File: config.mk
export PLATFORM = sky130hd
export DESIGN_NAME = pulse_delay_bank_flat
export DESIGN_NICKNAME = d
export VERILOG_FILES = /design/src/rtl/pulse_delay_bank_if.sv /design/src/rtl/pulse_delay_bank.sv /design/src/flat_wrapper.sv
export SDC_FILE = /design/constraint.sdc
export NUM_CORES = 1
export LEC_CHECK = 0
export ABC_AREA = 0
export CORE_MARGIN = 3
export CORE_UTILIZATION = 45
export CTS_CLUSTER_DIAMETER = 80
export DETAILED_ROUTE_END_ITERATION = 12
export PLACE_DENSITY = 0.69
export SYNTH_ARGS = -nofsm -noshare
export SYNTH_HDL_FRONTEND = slang
export SYNTH_SLANG_ARGS = --single-unit
File: constraint.sdc
create_clock -name clk -period 1.68 [get_ports clk]
set_input_delay 0.336 -clock clk [delete_from_list [all_inputs] [get_ports clk]]
set_output_delay 0.336 -clock clk [all_outputs]
set_load 0.005 [all_outputs]
File: src/rtl/pulse_delay_bank_if.sv
// Signal bundle between the keypad front end and the pulse delay bank.
// The master drives the raw button levels; the bank returns pulses, busy flags and the encoder result.
interface pulse_delay_bank_if #(
  parameter int unsigned CH    = 4,
  parameter int unsigned CODEW = 2
);
  logic [CH-1:0]    push;
  logic [CH-1:0]    out;
  logic [CH-1:0]    busy;
  logic             out_valid;
  logic [CODEW-1:0] out_code;

  modport master (
    output push,
    input  out,
    input  busy,
    input  out_valid,
    input  out_code
  );

  modport slave (
    input  push,
    output out,
    output busy,
    output out_valid,
    output out_code
  );
endinterface

File: src/rtl/pulse_delay_bank.sv
// Bank of independent edge-triggered delayed-pulse channels with a lowest-index priority encoder.
// Each channel: edge -> DELAY cycles -> WIDTH-cycle pulse -> hold-off until TOTAL cycles have elapsed.
module pulse_delay_bank #(
  parameter int unsigned CH        = 4,
  parameter int unsigned DELAY     = 8,
  parameter int unsigned WIDTH     = 2,
  parameter int unsigned TOTAL     = 14,
  parameter int unsigned RETRIGGER = 0,
  parameter int unsigned CW        = 4,
  parameter int unsigned CODEW     = 2
) (
  input  logic              clk,
  input  logic              clr,
  pulse_delay_bank_if.slave bus
);

  typedef enum logic [1:0] {StIdle, StWait, StPulse, StHold} state_e;

  localparam logic [CW-1:0] CntOne    = CW'(1);
  localparam logic [CW-1:0] DelayC    = CW'(DELAY);
  localparam logic [CW-1:0] PulseEndC = CW'(DELAY + WIDTH - 1);
  localparam logic [CW-1:0] TotalC    = CW'(TOTAL);
  localparam state_e        StFirst   = (DELAY == 1) ? StPulse : StWait;

  if (CH < 1) begin : g_chk_ch
    $error("pulse_delay_bank: CH must be >= 1");
  end
  if (DELAY < 1 || WIDTH < 1) begin : g_chk_dw
    $error("pulse_delay_bank: DELAY and WIDTH must be >= 1");
  end
  if (DELAY + WIDTH - 1 > TOTAL || TOTAL > (2 ** CW) - 1) begin : g_chk_total
    $error("pulse_delay_bank: need DELAY+WIDTH-1 <= TOTAL <= 2^CW-1");
  end
  if (CODEW < 1 || CODEW < $clog2(CH)) begin : g_chk_codew
    $error("pulse_delay_bank: CODEW too narrow for CH");
  end

  logic [CH-1:0]    push_q;
  logic [CH-1:0]    edge_det;
  logic [CH-1:0]    out_vec;
  logic [CH-1:0]    busy_vec;
  logic [CODEW-1:0] code;

  // Reset loads all-ones so a button already held when clr drops never fires.
  always_ff @(posedge clk) begin
    if (clr) begin
      push_q <= '1;
    end else begin
      push_q <= bus.push;
    end
  end

  assign edge_det = bus.push & ~push_q;

  for (genvar g = 0; g < CH; g++) begin : g_ch
    state_e        state_q, state_d;
    logic [CW-1:0] cnt_q, cnt_d;
    logic          out_q, out_d;
    logic          busy_q, busy_d;
    logic          fin;
    logic          start;

    // Accept beats finish, so an edge on the last busy cycle starts a fresh timeline.
    assign fin   = (state_q != StIdle) && (cnt_q == TotalC);
    assign start = edge_det[g] && ((state_q == StIdle) || fin || (RETRIGGER != 0));

    always_comb begin
      state_d = state_q;
      cnt_d   = cnt_q;
      out_d   = 1'b0;
      if (start) begin
        cnt_d   = CntOne;
        state_d = StFirst;
      end else if (state_q == StIdle) begin
        cnt_d = '0;
      end else if (fin) begin
        state_d = StIdle;
        cnt_d   = '0;
        out_d   = (state_q == StPulse);
      end else begin
        cnt_d = cnt_q + CntOne;
        out_d = (state_q == StPulse);
        if (cnt_d < DelayC) begin
          state_d = StWait;
        end else if (cnt_d <= PulseEndC) begin
          state_d = StPulse;
        end else begin
          state_d = StHold;
        end
      end
      busy_d = (state_d != StIdle);
    end

    always_ff @(posedge clk) begin
      if (clr) begin
        state_q <= StIdle;
        cnt_q   <= '0;
        out_q   <= 1'b0;
        busy_q  <= 1'b0;
      end else begin
        state_q <= state_d;
        cnt_q   <= cnt_d;
        out_q   <= out_d;
        busy_q  <= busy_d;
      end
    end

    assign out_vec[g]  = out_q;
    assign busy_vec[g] = busy_q;
  end

  // Scan from the top so the lowest-numbered active channel is written last.
  always_comb begin
    code = '0;
    for (int i = CH - 1; i >= 0; i--) begin
      if (out_vec[i]) begin
        code = CODEW'(i);
      end
    end
  end

  assign bus.out       = out_vec;
  assign bus.busy      = busy_vec;
  assign bus.out_valid = |out_vec;
  assign bus.out_code  = code;

endmodule

File: src/flat_wrapper.sv
// flat-port wrapper written by rule: the top's interface ports become plain ports
module pulse_delay_bank_flat 
#(
  parameter int unsigned CH        = 4,
  parameter int unsigned DELAY     = 8,
  parameter int unsigned WIDTH     = 2,
  parameter int unsigned TOTAL     = 14,
  parameter int unsigned RETRIGGER = 0,
  parameter int unsigned CW        = 4,
  parameter int unsigned CODEW     = 2
)
  (clk, clr, bus_push, bus_out, bus_busy, bus_out_valid, bus_out_code);
  pulse_delay_bank_if #(.CH(CH), .CODEW(CODEW)) bus_i ();
  input  logic clk;
  input  logic clr;
  input wire logic [$bits(bus_i.push)-1:0] bus_push;
  output wire logic [$bits(bus_i.out)-1:0] bus_out;
  output wire logic [$bits(bus_i.busy)-1:0] bus_busy;
  output wire logic [$bits(bus_i.out_valid)-1:0] bus_out_valid;
  output wire logic [$bits(bus_i.out_code)-1:0] bus_out_code;
  assign bus_i.push = bus_push;
  assign bus_out = bus_i.out;
  assign bus_busy = bus_i.busy;
  assign bus_out_valid = bus_i.out_valid;
  assign bus_out_code = bus_i.out_code;
  pulse_delay_bank #(.CH(CH), .DELAY(DELAY), .WIDTH(WIDTH), .TOTAL(TOTAL), .RETRIGGER(RETRIGGER), .CW(CW), .CODEW(CODEW)) u_core (.clk(clk), .clr(clr), .bus(bus_i));
endmodule
==> impl_summary.log <==
[metrics] status: complete, no violations
[metrics] total number of nets in the final design: 199
[metrics] Seq/Total Area, Yosys: 0.461
[metrics] number of buffers added by the clock tree synthesis step: 5
[metrics] net count after synthesis: 186
[metrics] clock period minus final worst setup slack: 1580 ps
[metrics] number of nets still failing antenna checks after routing: 0
[metrics] Reg clk slew, reported paths: 100 ps
[metrics] worst clock skew on the final layout: 5.21 ps
[metrics] Post-Synthesis Cells: 168
[metrics] overall overflow remaining after global route: 0
[metrics] First-pass DRT Iterations: 2
[metrics] arrival time at the worst endpoint: 1250 ps
[metrics] critical path type: flop to primary output
[metrics] number of levels the H-tree was split into: 2
[metrics] total placed instance area: 0.00172 mm2
[metrics] number of distinct library cells after synthesis: 22
[metrics] crit path launch type: flop
[metrics] detailed-route wire length: 2540 um
[metrics] post-route setup TNS: 0 ps
[metrics] number of global-route vias before repair: 1,059
[metrics] area of the core: 0.00318 mm2
[metrics] total power density per cell area: 903 mW/mm2
[metrics] final-report max-slew violation count: 0
[metrics] floorplan die area: 0.00422 mm2
[metrics] Remaining DRCs: 0
[metrics] routability congestion estimate from global placement: 0.746
[metrics] final hold violation count: 0
[metrics] global-route total usage across every layer: 0.137
[metrics] clock root buffer: sky130_fd_sc_hd__clkbuf_4
[metrics] peak fanout along the critical path: 3
[metrics] Setup Slack @ Placement: 209 ps
[metrics] wire length per cell after detailed routing: 11.2 um
[metrics] buffer levels on the longest clock path: 2
[metrics] die outline height: 65.0 um
[metrics] Rel. slew slack: 0.655
[metrics] number of vias per cell after detailed routing: 4.89
[metrics] x dimension of the die: 65.0 um
[metrics] worst IR drop on VDD: 0.000512 V
[metrics] leading cell type in the layout, fill and taps excluded: sky130_fd_sc_hd__dfxtp_1
[metrics] largest net degree at the start of global routing: 37
[metrics] number of DRC markers after the initial detailed-route iteration: 54
[metrics] commonest cells after routing, fill and taps aside: 32 x sky130_fd_sc_hd__dfxtp_1, 17 x sky130_fd_sc_hd__nor3_1, 13 x sky130_fd_sc_hd__clkdlybuf4s50_1
[metrics] top achievable clock speed: 631 MHz
[metrics] first-pass GRT wire length: 4430 um
[metrics] required time of the critical path: 1340 ps
[metrics] number of antenna violations at the first check in global routing: 0
[metrics] slew at the pin closest to its max-slew limit: 515 ps
[metrics] final number of setup-violating endpoints: 0
[metrics] number of maximum-capacitance violations: 0
[metrics] number of antenna repair diodes: 0
[metrics] setup repair after global routing missed its margin: no
[metrics] cell leakage power: 0.709 nW
[metrics] Post-Layout Inst Area: 0.00183 mm2
[metrics] count of vias placed by the detailed router: 1,106
[metrics] proportion of layout cells with a drive suffix above 1: 0.115
[metrics] worst hold path class: flop to flop
[metrics] fraction of post-synthesis cell area in the top cell type by area: 0.461
[metrics] Std-Cell Rows: 20
[metrics] HPWL after detailed placement: 1760 um
[metrics] synthesized area per cell: 9.31 um2
[metrics] final worst hold slack: 479 ps
[metrics] CTS tree: yes
[metrics] final total power: 0.00166 W
[metrics] I/O pin count: 17
[metrics] effective utilization at floorplan: 0.492
[metrics] fin worst setup slack: 96.1 ps
[metrics] part of the cycle the worst path needs: 0.943
[metrics] number of sinks on the clock net: 36
[metrics] number of flip-flops and latches in the synthesized netlist: 36
[metrics] nature of the critical path endpoint: primary output
[metrics] clock insertion delay at the later pin of the skew report: 330 ps
[metrics] ranking of synthesized cells by area: sky130_fd_sc_hd__dfxtp_1 46%, sky130_fd_sc_hd__ha_1 9.6%, sky130_fd_sc_hd__nor3_1 5.4%, sky130_fd_sc_hd__nand2b_1 4.8%, sky130_fd_sc_hd__xnor2_1 3.9%
[metrics] total number of yosys warnings: 0
[metrics] largest area contributor in the netlist: sky130_fd_sc_hd__dfxtp_1
[metrics] Synth-to-Final Area Change: 17.3%
[metrics] number of buffers inserted by port buffering: 16
[metrics] post-synth design cell area: 0.00156 mm2
## synth_stat cells
master and n:
sky130_fd_sc_hd__o21ai_2 1, sky130_fd_sc_hd__ha_1 12, sky130_fd_sc_hd__nor3_1 17, sky130_fd_sc_hd__or2_2 4, sky130_fd_sc_hd__clkbuf_1 4, sky130_fd_sc_hd__a211o_1 1
sky130_fd_sc_hd__nand3_1 8, sky130_fd_sc_hd__xnor2_1 7, sky130_fd_sc_hd__nand2b_1 12, sky130_fd_sc_hd__xor2_1 4, sky130_fd_sc_hd__dfxtp_1 36, sky130_fd_sc_hd__and3_1 4
sky130_fd_sc_hd__a31o_1 1, sky130_fd_sc_hd__a21oi_2 1, sky130_fd_sc_hd__o21ai_1 3, sky130_fd_sc_hd__inv_1 9, sky130_fd_sc_hd__a311o_1 3, sky130_fd_sc_hd__buf_4 8
sky130_fd_sc_hd__nor3b_1 5, sky130_fd_sc_hd__a21oi_1 12, sky130_fd_sc_hd__nand2_1 9, sky130_fd_sc_hd__nor2_1 7
## logic make-up after synthesis
logic type | count (synthesis) | synth area share
AOI/OAI and AO/OA | 22 | 0.0896
xor gates and xnor gates | 11 | 0.0616
adders and majority gates | 12 | 0.0960
buffers and inverters | 21 | 0.0696
DFF | 36 | 0.461
and+or+nand+nor | 66 | 0.222
## worst max-delay path, cell delays in order (launching register included)
cell	delay (ps)
sky130_fd_sc_hd__dfxtp_2	350
sky130_fd_sc_hd__buf_4	130
sky130_fd_sc_hd__nor3_1	180
sky130_fd_sc_hd__dlygate4sd2_1	260
## power by group
part           internal, W  switching, W  leakage [nW]  total, W
Sequential        0.000874     0.0000115         0.295  0.000886
Clock             0.000395      0.000274        0.0515  0.000669
Combinational    0.0000511     0.0000495         0.363  0.000101
Total              0.00132      0.000335         0.709   0.00166
## worst paths after layout
path | start | to | slack, ps | depth (start not counted)
max | u_core.g_ch[0].out_q | bus_out_code[1] | 100 | 3
min | u_core.g_ch[1].state_q[1] | u_core.g_ch[1].out_q | 480 | 1
max reg2reg | u_core.g_ch[1].cnt_q[0] | u_core.g_ch[1].state_q[0] | 200 | 6
min reg2reg | u_core.g_ch[1].state_q[1] | u_core.g_ch[1].out_q | 480 | 1
## metrics by stage
step	utilization	instances
6_report	0.577	226
3_3_place_gp	0.543	217
5_1_grt	0.577	226
2_1_floorplan	-	168
4_1_cts	0.572	225
3_5_place_dp	0.543	217
## sequential cells by signal, indices dropped and copies added (netlist names)
signal	flops
u_core.g_ch.cnt_q	16
u_core.g_ch.out_q	4
u_core.g_ch.busy_q	4
u_core.g_ch.state_q	8
u_core.push_q	4
## what timing repair did
item                       4_1_cts  5_1_grt
gates cloned                     0        0
setup endpoints to repair        3        1
resized for setup                4        4
buffers inserted                 0        1
hold buffers                     0        0
## metal layers
metal,share of wire,global-route usage,wire (um),up-vias
met2,0.46,0.220,1180,20
met4,0.031,0.0792,79,0
met5,0,0,0,-
li1,-,-,-,579
met3,0.039,0.0572,100,10
met1,0.46,0.152,1180,497
## area by class of cell
class	count	area (um2)
flip-flops and latches	36	726
fillers	284	1340
clock inverters	1	30.0
clock buffers	7	65.1
repair buffers	18	188
inverters	9	33.8
multi-input cells	111	737
well taps	44	55.1
No activity file was read; power rests on OpenSTA's default activity.
